==> src/rtl/rtc_pkg.sv <==
// Shared encodings and per-field limits/addresses for the RTC time/date
// adjust sequencers.
package rtc_pkg;

  typedef enum logic [1:0] {
    ST_IDLE = 2'd0,
    ST_CALC = 2'd1,
    ST_ADDR = 2'd2,
    ST_DATA = 2'd3
  } state_e;

  typedef enum logic [1:0] {
    OP_INC  = 2'd0,
    OP_DEC  = 2'd1,
    OP_LOAD = 2'd2
  } op_e;

  localparam logic [7:0] SEC_ADDR  = 8'h40;
  localparam logic [7:0] SEC_MAX   = 8'h59;
  localparam logic [7:0] SEC_MIN   = 8'h00;
  localparam logic [7:0] MINS_ADDR = 8'h42;
  localparam logic [7:0] MINS_MAX  = 8'h59;
  localparam logic [7:0] MINS_MIN  = 8'h00;
  localparam logic [7:0] HOUR_ADDR = 8'h44;
  localparam logic [7:0] HOUR_MAX  = 8'h23;
  localparam logic [7:0] HOUR_MIN  = 8'h00;
  localparam logic [7:0] DAY_ADDR  = 8'h46;
  localparam logic [7:0] DAY_MAX   = 8'h31;
  localparam logic [7:0] DAY_MIN   = 8'h01;
  localparam logic [7:0] MON_ADDR  = 8'h48;
  localparam logic [7:0] MON_MAX   = 8'h12;
  localparam logic [7:0] MON_MIN   = 8'h01;
  localparam logic [7:0] YEAR_ADDR = 8'h4C;
  localparam logic [7:0] YEAR_MAX  = 8'h99;
  localparam logic [7:0] YEAR_MIN  = 8'h00;

endpackage

==> src/rtl/bcd_step.sv <==
// Combinational packed-BCD step/load with wrap limits; an illegal operand
// yields min_bcd and raises illegal.
module bcd_step
  import rtc_pkg::*;
(
  input  logic [7:0] operand,
  input  op_e        op,
  input  logic [7:0] max_bcd,
  input  logic [7:0] min_bcd,
  output logic [7:0] result,
  output logic       illegal
);

  logic [3:0] hi, lo;
  assign hi = operand[7:4];
  assign lo = operand[3:0];

  always_comb begin
    illegal = (hi > 4'd9) || (lo > 4'd9) || (operand < min_bcd) || (operand > max_bcd);
    result  = operand;
    case (op)
      OP_INC: begin
        if (operand == max_bcd)  result = min_bcd;
        else if (lo == 4'd9)     result = {hi + 4'd1, 4'd0};
        else                     result = {hi, lo + 4'd1};
      end
      OP_DEC: begin
        if (operand == min_bcd)  result = max_bcd;
        else if (lo == 4'd0)     result = {hi - 4'd1, 4'd9};
        else                     result = {hi, lo - 4'd1};
      end
      default: result = operand;
    endcase
    if (illegal) result = min_bcd;
  end

endmodule

==> src/rtl/rtc_field_adjust.sv <==
// Single RTC field adjust sequencer: edge-detected step/load request, BCD
// compute, then acknowledged address and data write phases.
module rtc_field_adjust
  import rtc_pkg::*;
#(
  parameter logic [7:0] FIELD_ADDR = 8'h42,
  parameter logic [7:0] MAX_BCD    = 8'h59,
  parameter logic [7:0] MIN_BCD    = 8'h00
) (
  input  logic       clk,
  input  logic       reset,
  input  logic       enable,
  input  logic       up,
  input  logic       down,
  input  logic       load,
  input  logic [7:0] load_val,
  input  logic [7:0] field_in,
  input  logic       bus_ack,
  output logic       a_d,
  output logic       w_r,
  output logic [7:0] bus_out,
  output logic       busy,
  output logic       done,
  output logic       err
);

  state_e     state_q, state_d;
  op_e        op_q, op_d;
  logic [7:0] opnd_q, opnd_d, nxt_q, nxt_d, bus_out_q, bus_out_d;
  logic       up_q, up_d, down_q, down_d, load_q, load_d;
  logic       a_d_q, a_d_d, w_r_q, w_r_d, busy_q, busy_d, done_q, done_d, err_q, err_d;
  logic [7:0] step_res;
  logic       step_ill;
  logic       up_rise, down_rise, load_rise;

  assign up_rise   = up   & ~up_q;
  assign down_rise = down & ~down_q;
  assign load_rise = load & ~load_q;

  bcd_step u_step (
    .operand (opnd_q),
    .op      (op_q),
    .max_bcd (MAX_BCD),
    .min_bcd (MIN_BCD),
    .result  (step_res),
    .illegal (step_ill)
  );

  always_comb begin
    state_d   = state_q;
    op_d      = op_q;
    opnd_d    = opnd_q;
    nxt_d     = nxt_q;
    a_d_d     = a_d_q;
    w_r_d     = w_r_q;
    bus_out_d = bus_out_q;
    busy_d    = busy_q;
    done_d    = 1'b0;
    err_d     = err_q;
    up_d      = up;
    down_d    = down;
    load_d    = load;
    case (state_q)
      ST_IDLE: begin
        // Simultaneous up/down rises cancel; load always wins.
        if (load_rise || (up_rise ^ down_rise)) begin
          op_d    = load_rise ? OP_LOAD : (up_rise ? OP_INC : OP_DEC);
          opnd_d  = load_rise ? load_val : field_in;
          err_d   = 1'b0;
          busy_d  = 1'b1;
          state_d = ST_CALC;
        end
      end
      ST_CALC: begin
        nxt_d     = step_res;
        if (step_ill) err_d = 1'b1;
        a_d_d     = 1'b0;
        w_r_d     = 1'b1;
        bus_out_d = FIELD_ADDR;
        state_d   = ST_ADDR;
      end
      ST_ADDR: begin
        if (bus_ack) begin
          a_d_d     = 1'b1;
          bus_out_d = nxt_q;
          state_d   = ST_DATA;
        end
      end
      ST_DATA: begin
        if (bus_ack) begin
          a_d_d     = 1'b0;
          w_r_d     = 1'b0;
          bus_out_d = 8'h00;
          busy_d    = 1'b0;
          done_d    = 1'b1;
          state_d   = ST_IDLE;
        end
      end
      default: state_d = ST_IDLE;
    endcase
    if (!enable) begin
      state_d   = ST_IDLE;
      a_d_d     = 1'b0;
      w_r_d     = 1'b0;
      bus_out_d = 8'h00;
      busy_d    = 1'b0;
      done_d    = 1'b0;
      err_d     = 1'b0;
      up_d      = 1'b0;
      down_d    = 1'b0;
      load_d    = 1'b0;
    end
  end

  always_ff @(posedge clk or negedge reset) begin
    if (!reset) begin
      state_q   <= ST_IDLE;
      op_q      <= OP_INC;
      opnd_q    <= 8'h00;
      nxt_q     <= 8'h00;
      a_d_q     <= 1'b0;
      w_r_q     <= 1'b0;
      bus_out_q <= 8'h00;
      busy_q    <= 1'b0;
      done_q    <= 1'b0;
      err_q     <= 1'b0;
      up_q      <= 1'b0;
      down_q    <= 1'b0;
      load_q    <= 1'b0;
    end else begin
      state_q   <= state_d;
      op_q      <= op_d;
      opnd_q    <= opnd_d;
      nxt_q     <= nxt_d;
      a_d_q     <= a_d_d;
      w_r_q     <= w_r_d;
      bus_out_q <= bus_out_d;
      busy_q    <= busy_d;
      done_q    <= done_d;
      err_q     <= err_d;
      up_q      <= up_d;
      down_q    <= down_d;
      load_q    <= load_d;
    end
  end

  assign a_d     = a_d_q;
  assign w_r     = w_r_q;
  assign bus_out = bus_out_q;
  assign busy    = busy_q;
  assign done    = done_q;
  assign err     = err_q;

endmodule

==> config.mk <==
export PLATFORM = sky130hd
export DESIGN_NAME = rtc_field_adjust
export DESIGN_NICKNAME = d
export VERILOG_FILES = /design/src/rtl/rtc_pkg.sv /design/src/rtl/bcd_step.sv /design/src/rtl/rtc_field_adjust.sv
export SDC_FILE = /design/constraint.sdc
export NUM_CORES = 1
export LEC_CHECK = 0
export BUFFER_PORTS_ARGS = -buffer_cell sky130_fd_sc_hd__buf_2
export CORE_ASPECT_RATIO = 2
export CORE_MARGIN = 4
export CORE_UTILIZATION = 45
export CTS_BUF_LIST = sky130_fd_sc_hd__clkbuf_4 sky130_fd_sc_hd__clkbuf_8
export CTS_CLUSTER_DIAMETER = 200
export CTS_CLUSTER_SIZE = 25
export DETAILED_ROUTE_END_ITERATION = 12
export GPL_TIMING_DRIVEN = 0
export PLACE_DENSITY = 0.69
export SLEW_MARGIN = 15
export SYNTH_ARGS = -nofsm -noshare
export SYNTH_HDL_FRONTEND = slang
export SYNTH_SLANG_ARGS = --single-unit
==> constraint.sdc <==
create_clock -name clk -period 6.5 [get_ports clk]
set_input_delay 0.325 -clock clk [delete_from_list [all_inputs] [get_ports clk]]
set_output_delay 0.325 -clock clk [all_outputs]
set_load 0.02 [all_outputs]
Word level (Yosys, flattened, before mapping)
Cells that the tools add are included.
Storage, ports and cells
  bits in registers: 36
  input port bits: 23
  output and inout port bits: 13
  logic and storage cells: 93
Operators by class
  add/sub/neg operators: 4
  magnitude comparators: 4
  equality and inequality tests: 14
  multiplexer cells: 37
  bitwise gates (word level): 7
  reductions and logical operators: 14
Operators by type and width (count)
  8-bit two-way mux: 9
  8-bit one-hot mux with 3 select lines: 1
  1-bit two-way mux: 16
  8-bit one-hot mux with 2 select lines: 1
  3-bit inequality test (second input constant): 4
  3-bit AND reduction: 4
  2-bit two-way mux: 5
  3-bit by 1-bit inequality test with 1-bit output (second input constant): 3
  4-bit by 1-bit adder with 4-bit output (second input constant): 2
  8-bit by 7-bit == test with 1-bit output (second input constant): 1
  4-bit > comparator (second input constant): 2
  8-bit by 7-bit > comparator with 1-bit output (second input constant): 1
  8-bit logical NOT: 1
  8-bit by 1-bit < comparator with 1-bit output (second input constant): 1
  2-bit one-hot mux with 4 select lines: 1
  4-bit by 1-bit subtractor with 4-bit output (second input constant): 2
  1-bit one-hot mux with 2 select lines: 3
  2-bit by 1-bit == test with 1-bit output (second input constant): 2
  2-bit == test (second input constant): 2
  4-bit == test (second input constant): 1
  2-bit logical NOT: 2
  4-bit logical NOT: 1
  1-bit logical OR: 4
  4-bit by 1-bit inequality test with 1-bit output (second input constant): 1
  other kinds (5): 10

Depth between registers and ports, before layout
Gate-level depths: netlist of run 1.
  word-level depth: 7
  depth in mapped cells: 8
  depth with buffers taken out: 7

Hierarchy
Synthesis of run 1 repeated with hierarchy kept, for this count alone.
Second synthesis, totals
  cell total of the unflattened synthesis: 300
  area, all modules: 2712.6 um^2
Modules (own cells, without submodules)
  rtc_field_adjust: times used 1, cells each 145, area each 1649.1 um^2, seq. area each 900.9 um^2
  bcd_step: times used 1, cells each 155, area each 1063.5 um^2, seq. area each 0.0 um^2

Worst setup path after synthesis of run 1
OpenSTA, ideal clock, no wires.
  path kind: reg2reg
  start: register opnd_q[5]
  end: register err_q (netlist: err)
  setup time: 0.123 ns
  data arrival time: 1.911 ns
  data required time: 6.377 ns
  setup slack: 4.466 ns
  stages on the path, launching flop included: 8
  path buffers: 0
  clock period less this slack: 2.034 ns
  cell sequence: dfrtp_1 > inv_1 > ha_1 > and3b_4 > nand2_1 > a222oi_1 > nor2b_2 > o221a_1
On the way
  word-level cells in the longest chain between the ends: 6
  elaborated cells on any way between the ends: 8
  classes of those cells: order compare: 3; eq/ne: 1; reduce/logical: 4
RTL lines
  start, declared: line rtc_field_adjust.sv:29  | logic [7:0] opnd_q, opnd_d, nxt_q, nxt_d, bus_out_q, bus_out_d;
  start signal, assigned: line rtc_field_adjust.sv:133  | opnd_q <= opnd_d;
  branches (longest 3 deep; another with 8-bit by 1-bit < comparator with 1-bit output)
  1-bit logical OR (*): line bcd_step.sv:19  | illegal = (hi > 4'd9) || (lo > 4'd9) || (operand < min_bcd) || (operand > max_bcd);
  3-bit inequality test (no line) (*)
  3-bit AND reduction (no line) (*)
  end signal, assigned: line rtc_field_adjust.sv:140  | err_q <= err_d;
  end, declared: line rtc_field_adjust.sv:31  | logic a_d_q, a_d_d, w_r_q, w_r_d, busy_q, busy_d, done_q, done_d, err_q, err_d;
Every way passes the cells marked *.
A chain may end at the register's enable or synchronous reset.

Worst setup path in the final report of run 1
Ends and elaborated chain as after synthesis.

==> out/metrics.csv, run 1 <==
metric;value;unit
outcome;complete, no violations;
fraction of registers with async set/reset;1.00;
cell taking the most area after synthesis;dfrtp_1;
largest net degree at the start of global routing;37;
Post-Syn Area;0.00209;mm^2
via count;1750;
clk buf depth;2;
area delta synth->final;15.5;%
Total Routing Usage GR;0.162;
fillers;444;
first-pass GRT wire length;7.60;mm
Fin Setup TNS;0;ps
Layout Nets;298;
Fin. Hold Viols;0;
CTS tree;done;
Final HPWL DP;3.46;mm
First-pass DRT Iterations;4;
final max-slew violation count;0;
Tot Pwr;1.01;mW
post-detailed-route wirelength per cell;13.9;um
# setup viols final;0;
synth unique cells;49;
clk_lat worst skew;280;ps
Max stage delay cell, worst path;a222oi_1;
crit path kind;flop to flop;
Post-CTS Setup Inserts;0;
DRT iter0 DRCs;26;
EDFF count, synth;0;
Layout Cells excl Fill;320;
post-synthesis adder-cell area fraction;0.0538;
dpl cells;313;
sequential fraction of the synthesis area;0.430;
syn avg cell area;9.35;um^2
Routed Antenna Nets;0;
diode count;0;
Yosys top cell area share;0.430;
Hold Path Class;input port to async pin;
crit path DAT;2660;ps
largest family of logic cells by synthesized area;compound AO/OA/AOI/OAI gates;
Port Buffers;35;
final WL;4.44;mm
CTS-repair resized insts;0;
Avg Vias per Cell;5.47;
Initial Util;0.473;
Cell Chain, Critical Path;inv_1, ha_1, and3b_4, nand2_1, a222oi_1, nor2b_2, o221a_1;
Clock Sinks;36;
mux cell area share after synthesis;0.0490;
Reg area;901;um^2
Core Area;0.00442;mm^2
layout cell share with drive strength beyond 1;0.188;
max-cap viol count;0;
Site Rows;34;
Tightest Pin Transition;1050;ps
max-slew headroom at the worst pin;0.300;
final RePlAce weighted congestion;0.808;
H-tree Lvls;2;
Main synth FF type;dfrtp_1;
Max IR drop VDD;0.248;mV
Synth Area in XOR/XNOR;0.00836;
Mapped Cells;224;
Pleak;1.15;nW
CTS clk-pin slew, worst paths;70;ps
Hold WS;125;ps
Synth Area in Compound Gates;0.211;
worst setup path startpoint;opnd_q[5]$_DFFE_PN0P_;
hold_buf cts;0;
num ports;36;
Die Wd;56.2;um
worst-path fanout max;7;
minimum clock period;2480;ps
Final period util;0.382;
DRC Markers;0;
most frequent cell after synthesis;dfrtp_1;
CTS Root Cell;clkbuf_8;
top cells by count, synth;dfrtp_1 (36), o21ai_1 (20), nand2_1 (19), clkbuf_1 (12), inv_1 (12);
Critical Path End Type;flop;
Pwr Density;416;mW/mm^2
max incr delay on CP;890;ps
FF+latch count, synth;36;
top cells by area, synth;dfrtp_1 (43%), ha_1 (5.4%), o21ai_1 (4.8%), mux2i_1 (3.8%), nand2_1 (3.4%);
syn nets;256;
simple-gate share of the synthesized area;0.196;
die area;0.00588;mm^2
CTS Buf Count;5;
CP Launch Type;flop;
maximum clock rate;403;MHz
vias in the first global route;1680;
Synth Warn #;0;
setup skew after layout;5.28;ps
Req. time, crit path;6670;ps
initial antenna violation count;0;
RSZ-0062 raised after global routing;no;
grt ovf;0;
die height;104;um
r2r startpoint;opnd_q[5]$_DFFE_PN0P_;
area of the multi-input gates;0.00108;mm^2
## flip-flops by register name, summed over array words and instances, names as in the netlist, 2 cells and up
| name | count |
|---|---|
| bus_out | 8 |
| nxt_q | 8 |
| op_q | 2 |
| opnd_q | 8 |
| state_q | 2 |
## metrics by stage
step,util,setup WS [ps],area [um^2]
finish,0.547,4020,2420
global placement,0.528,4050,2340
floorplan,-,4470,2090
detailed placement,0.528,4040,2340
CTS,0.547,4020,2420
global route,0.547,3880,2420
## layout by cell type (no fill, tap or decap), types with 2 or more instances in the layout
master	Yosys	final
and3_1	4	4
mux2i_1	8	8
dfrtp_1	36	36
nor2b_1	10	10
nor2_1	9	9
nor3_1	5	5
clkbuf_8	0	5
a21oi_1	9	9
inv_1	12	12
a31oi_1	2	2
o211ai_1	3	3
xor2_1	2	2
o21a_1	3	3
nand2b_1	6	6
o21ai_0	9	9
nand3_1	3	3
clkbuf_1	12	12
nor4_1	2	2
nand4_1	2	2
a22o_1	7	7
and2_1	5	5
buf_2	0	35
ha_1	9	9
o21ai_1	20	20
a41o_1	2	2
nand2_1	19	19
## worst max-delay path: cells and delay by family (launching register included)
family | cells | cell delay [ps]
fa+ha+maj | 1 | 210
flops | 1 | 430
compound gates | 2 | 1160
buf+inv | 1 | 140
simple gates | 3 | 420
## metal layers
metal / track usage / vias to the layer above / share of wire
li1: - / 886 / -
met1: 0.161 / 824 / 0.36
met2: 0.307 / 35 / 0.58
met3: 0.0335 / 5 / 0.044
met4: 0.0713 / 0 / 0.017
met5: 0 / - / 0
## where the power goes
part	internal, mW	leakage [nW]	switching [mW]
clock	0.0769	0.0445	0.0739
sequential	0.294	0.468	0.0597
combinational	0.198	0.637	0.304
total	0.569	1.15	0.438
## kinds of logic (layout without fill, tap and decap cells)
group / Yosys count / in the layout
simple gates: 73 / 73
compound gates: 68 / 68
flops: 36 / 36
buf+inv: 26 / 68
mux: 10 / 10
fa+ha+maj: 9 / 9
xor+xnor: 2 / 2
## cell type report
cell class,instances,area share
multi-input cells,162,0.449
flip-flops and latches,36,0.372
repair buffers,35,0.0724
clock buffers,6,0.0316
well taps,54,0.0279
plain buffers,14,0.0264
inverters,12,0.0186
clock inverters,1,0.00207
## worst paths after layout
check                                        end  slack, ps  cells after the start
min                        opnd_q[6]$_DFFE_PN0P_        130                      1
min in group clk                load_q$_DFF_PN0_        270                      2
max in group asynchronous    op_q[1]$_DFFE_PN0P_       5880                      1
max reg2reg                      err$_DFFE_PN0P_       4020                      7
max                              err$_DFFE_PN0P_       4020                      7
min reg2reg                      a_d$_DFFE_PN0P_        470                      1
(Power assumes the default switching activity.)
==> inputs of run 2 (changes only) <==
- PLACE_DENSITY: 0.69 -> 0.72
- clock period: 6.5 -> 2.15 ns (I/O delays scaled with it)
==> run 2 against run 1 <==
Non-clock buffer count increased by 4. Worst setup slack worse by 3900 ps. Die area unchanged. Sequential cell count is the same. Hold slack worse by 74 ps. First-iteration DRC count up 120%. Maximum frequency grew 23%. Combinational power grew to 3.2 times the previous value. Global-route usage rose by 0.055 points. Sequential power grew to 3.0 times the previous value. Sequential share of layout area decreased by 1.1 points. Register-to-register slack got worse by 3900 ps.
==> out/metrics.csv, run 2 (same netlist as run 1, synthesis figures left out) <==
metric;value;unit;change
outcome;complete, no violations;;unchanged
Int Pwr;1.89;mW;was 569 uW
largest net degree at the start of global routing;37;;unchanged
Hold WS;51.1;ps;was 125 ps
maximum clock rate;495;MHz;was 403 MHz
Final HPWL DP;3.53;mm;was 3.46 mm
Critical Path End Type;flop;;unchanged
Reg2Reg Depth;8;;was 7
setup skew after layout;3.03;ps;was 5.28 ps
diode count;0;;unchanged
reg2reg setup slack;130;ps;was 4020 ps
# setup viols final;0;;unchanged
max-slew headroom at the worst pin;0.477;;was 0.300
DRC Markers;0;;unchanged
final setup margin;131;ps;was 4020 ps
Clk pwr share;0.180;;was 0.150
max-cap viol count;0;;unchanged
Logic pwr share;0.495;;was 0.499
Initial Util;0.473;;unchanged
layout cell share with drive strength beyond 1;0.199;;was 0.188
area delta synth->final;18.9;%;was 15.5%
Hold Path Class;input port to flop;;was input port to async pin
switching share of power;0.424;;was 0.435
dpl cells;313;;unchanged
Fin. Hold Viols;0;;unchanged
hold depth;2;;
Clock Sinks;36;;unchanged
grt ovf;0;;unchanged
Avg Vias per Cell;5.52;;was 5.47
Reg-to-Reg End;err$_DFFE_PN0P_;;unchanged
worst-path fanout max;5;;was 7
DRT iter0 DRCs;58;;was 26
Tightest Pin Transition;785;ps;was 1050 ps
Placed Area;0.00234;mm^2;unchanged
CTS tree;done;;unchanged
initial antenna violation count;0;;unchanged
Layout Nets;302;;was 298
Final period util;0.939;;was 0.382
Total Routing Usage GR;0.162;;about the same
via count;1795;;was 1750
r2r startpoint;opnd_q[5]$_DFFE_PN0P_;;unchanged
final RePlAce weighted congestion;0.824;;was 0.808
CTS Root Cell;clkbuf_8;;unchanged
Routed Antenna Nets;0;;unchanged
die height;104;um;unchanged
CTS Buf Count;5;;unchanged
Core Area;0.00442;mm^2;unchanged
crit path DAT;2190;ps;was 2660 ps
Die Wd;56.2;um;unchanged
fin area;0.00249;mm^2;was 0.00242 mm^2
clk buf depth;2;;unchanged
Pleak;1.18;nW;was 1.15 nW
RSZ-0062 raised after global routing;no;;unchanged
crit path kind;flop to flop;;unchanged
most frequent cells in the layout;dfrtp_1 (36), buf_2 (35), o21ai_1 (20);;unchanged
num ports;36;;unchanged
Layout Cells excl Fill;325;;was 320
Req. time, crit path;2320;ps;was 6670 ps
Pwr Density;1320;mW/mm^2;was 416 mW/mm^2
first-pass GRT wire length;7.67;mm;was 7.60 mm
H-tree Lvls;2;;unchanged
vias in the first global route;1829;;was 1680
hold path startpoint;up;;
net switching power;1.40;mW;was 438 uW
Site Rows;34;;unchanged
CP Launch Type;flop;;unchanged
final max-slew violation count;0;;unchanged
pre-CTS WS;-315;ps;was 4040 ps
sequential share of power;0.325;;was 0.351
post-detailed-route wirelength per cell;14.1;um;was 13.9 um
die area;0.00588;mm^2;unchanged
minimum clock period;2020;ps;was 2480 ps
CTS clk-pin slew, worst paths;70;ps;about the same
fillers;434;;was 444
First-pass DRT Iterations;4;;unchanged
final WL;4.59;mm;was 4.44 mm
clk_lat worst skew;290;ps;was 280 ps
hold endpoint;up_q$_DFF_PN0_;;
Max IR drop VDD;0.826;mV;was 0.248 mV
Port Buffers;35;;unchanged
commonest non-fill, non-tap cell in the layout;dfrtp_1;;unchanged
-- run 2: cell count changes in the layout (fill, tap and decap cells not counted) --
cell,change
clkinvlp_4,+1
nor4_2,-1
dlygate4sd3_1,+1
buf_4,+3
clkbuf_4,-1
nor4_4,+1
bufinv_16,+1
-- run 2: cell type report --
cell class / instances / area [um^2] / share of cell area
clock inverters: 3 / 42.5 / 0.0171
well taps: 54 / 67.6 / 0.0271
flip-flops and latches: 36 / 901 / 0.362
plain buffers: 14 / 63.8 / 0.0256
multi-input cells: 162 / 1090 / 0.439
clock buffers: 5 / 68.8 / 0.0276
repair buffers: 39 / 208 / 0.0834
inverters: 12 / 45.0 / 0.0181
-- run 2: critical path, stage by stage, from the launching register on --
cell	delay [ps]
dfrtp_1	430
inv_1	150
ha_1	210
and3b_4	230
nand2_1	50
a222oi_1	330
buf_4	210
nor2b_2	60
o221a_1	230
-- run 2: metrics by stage --
step / TNS, ps / power, mW / util
after floorplan: 0 / 2.21 / -
after global placement: -1450 / 2.56 / 0.528
after detailed placement: -1590 / 2.61 / 0.528
after CTS: 0 / 3.28 / 0.561
after global routing: 0 / 3.55 / 0.563
final: 0 / 3.29 / 0.563
-- run 2: timing repair --
item / 4_1_cts / 5_1_grt
pin swaps: 1 / 0
gates resized for setup: 0 / 1
endpoints found under the hold margin: 36 / 0
endpoints found under the setup margin: 9 / 2
buffers inserted: 3 / 0
hold buffers: 1 / 0
-- run 2: worst max path at each step --
stage | slack (ps) | from | cells past startpoint | to
3_5_place_dp | -320 | opnd_q[5]$_DFFE_PN0P_ | 7 | err$_DFFE_PN0P_
2_1_floorplan | 120 | opnd_q[5]$_DFFE_PN0P_ | 7 | err$_DFFE_PN0P_
3_3_place_gp | -300 | opnd_q[5]$_DFFE_PN0P_ | 7 | err$_DFFE_PN0P_
6_report | 130 | opnd_q[5]$_DFFE_PN0P_ | 8 | err$_DFFE_PN0P_
4_1_cts | 90 | opnd_q[0]$_DFFE_PN0P_ | 5 | nxt_q[5]$_DFFE_PN0P_
5_1_grt | 20 | opnd_q[5]$_DFFE_PN0P_ | 8 | err$_DFFE_PN0P_
-- run 2: power groups by stage --
stage | Sequential [mW] | Clock [mW] | Combinational (mW)
final | 1.07 | 0.593 | 1.63
after global routing | 1.10 | 0.636 | 1.82
after CTS | 1.07 | 0.612 | 1.60
after detailed placement | 1.08 | 0 | 1.52
after global placement | 1.07 | 0 | 1.49
after floorplan | 1.08 | 0 | 1.13
-- run 2: metal layers --
layer | up-vias | routed length, um | global-route usage
li1 | 891 | - | -
met1 | 849 | 1630 | 0.146
met2 | 45 | 2650 | 0.327
met3 | 10 | 199 | 0.0286
met4 | 0 | 106 | 0.0747
met5 | - | 0 | 0
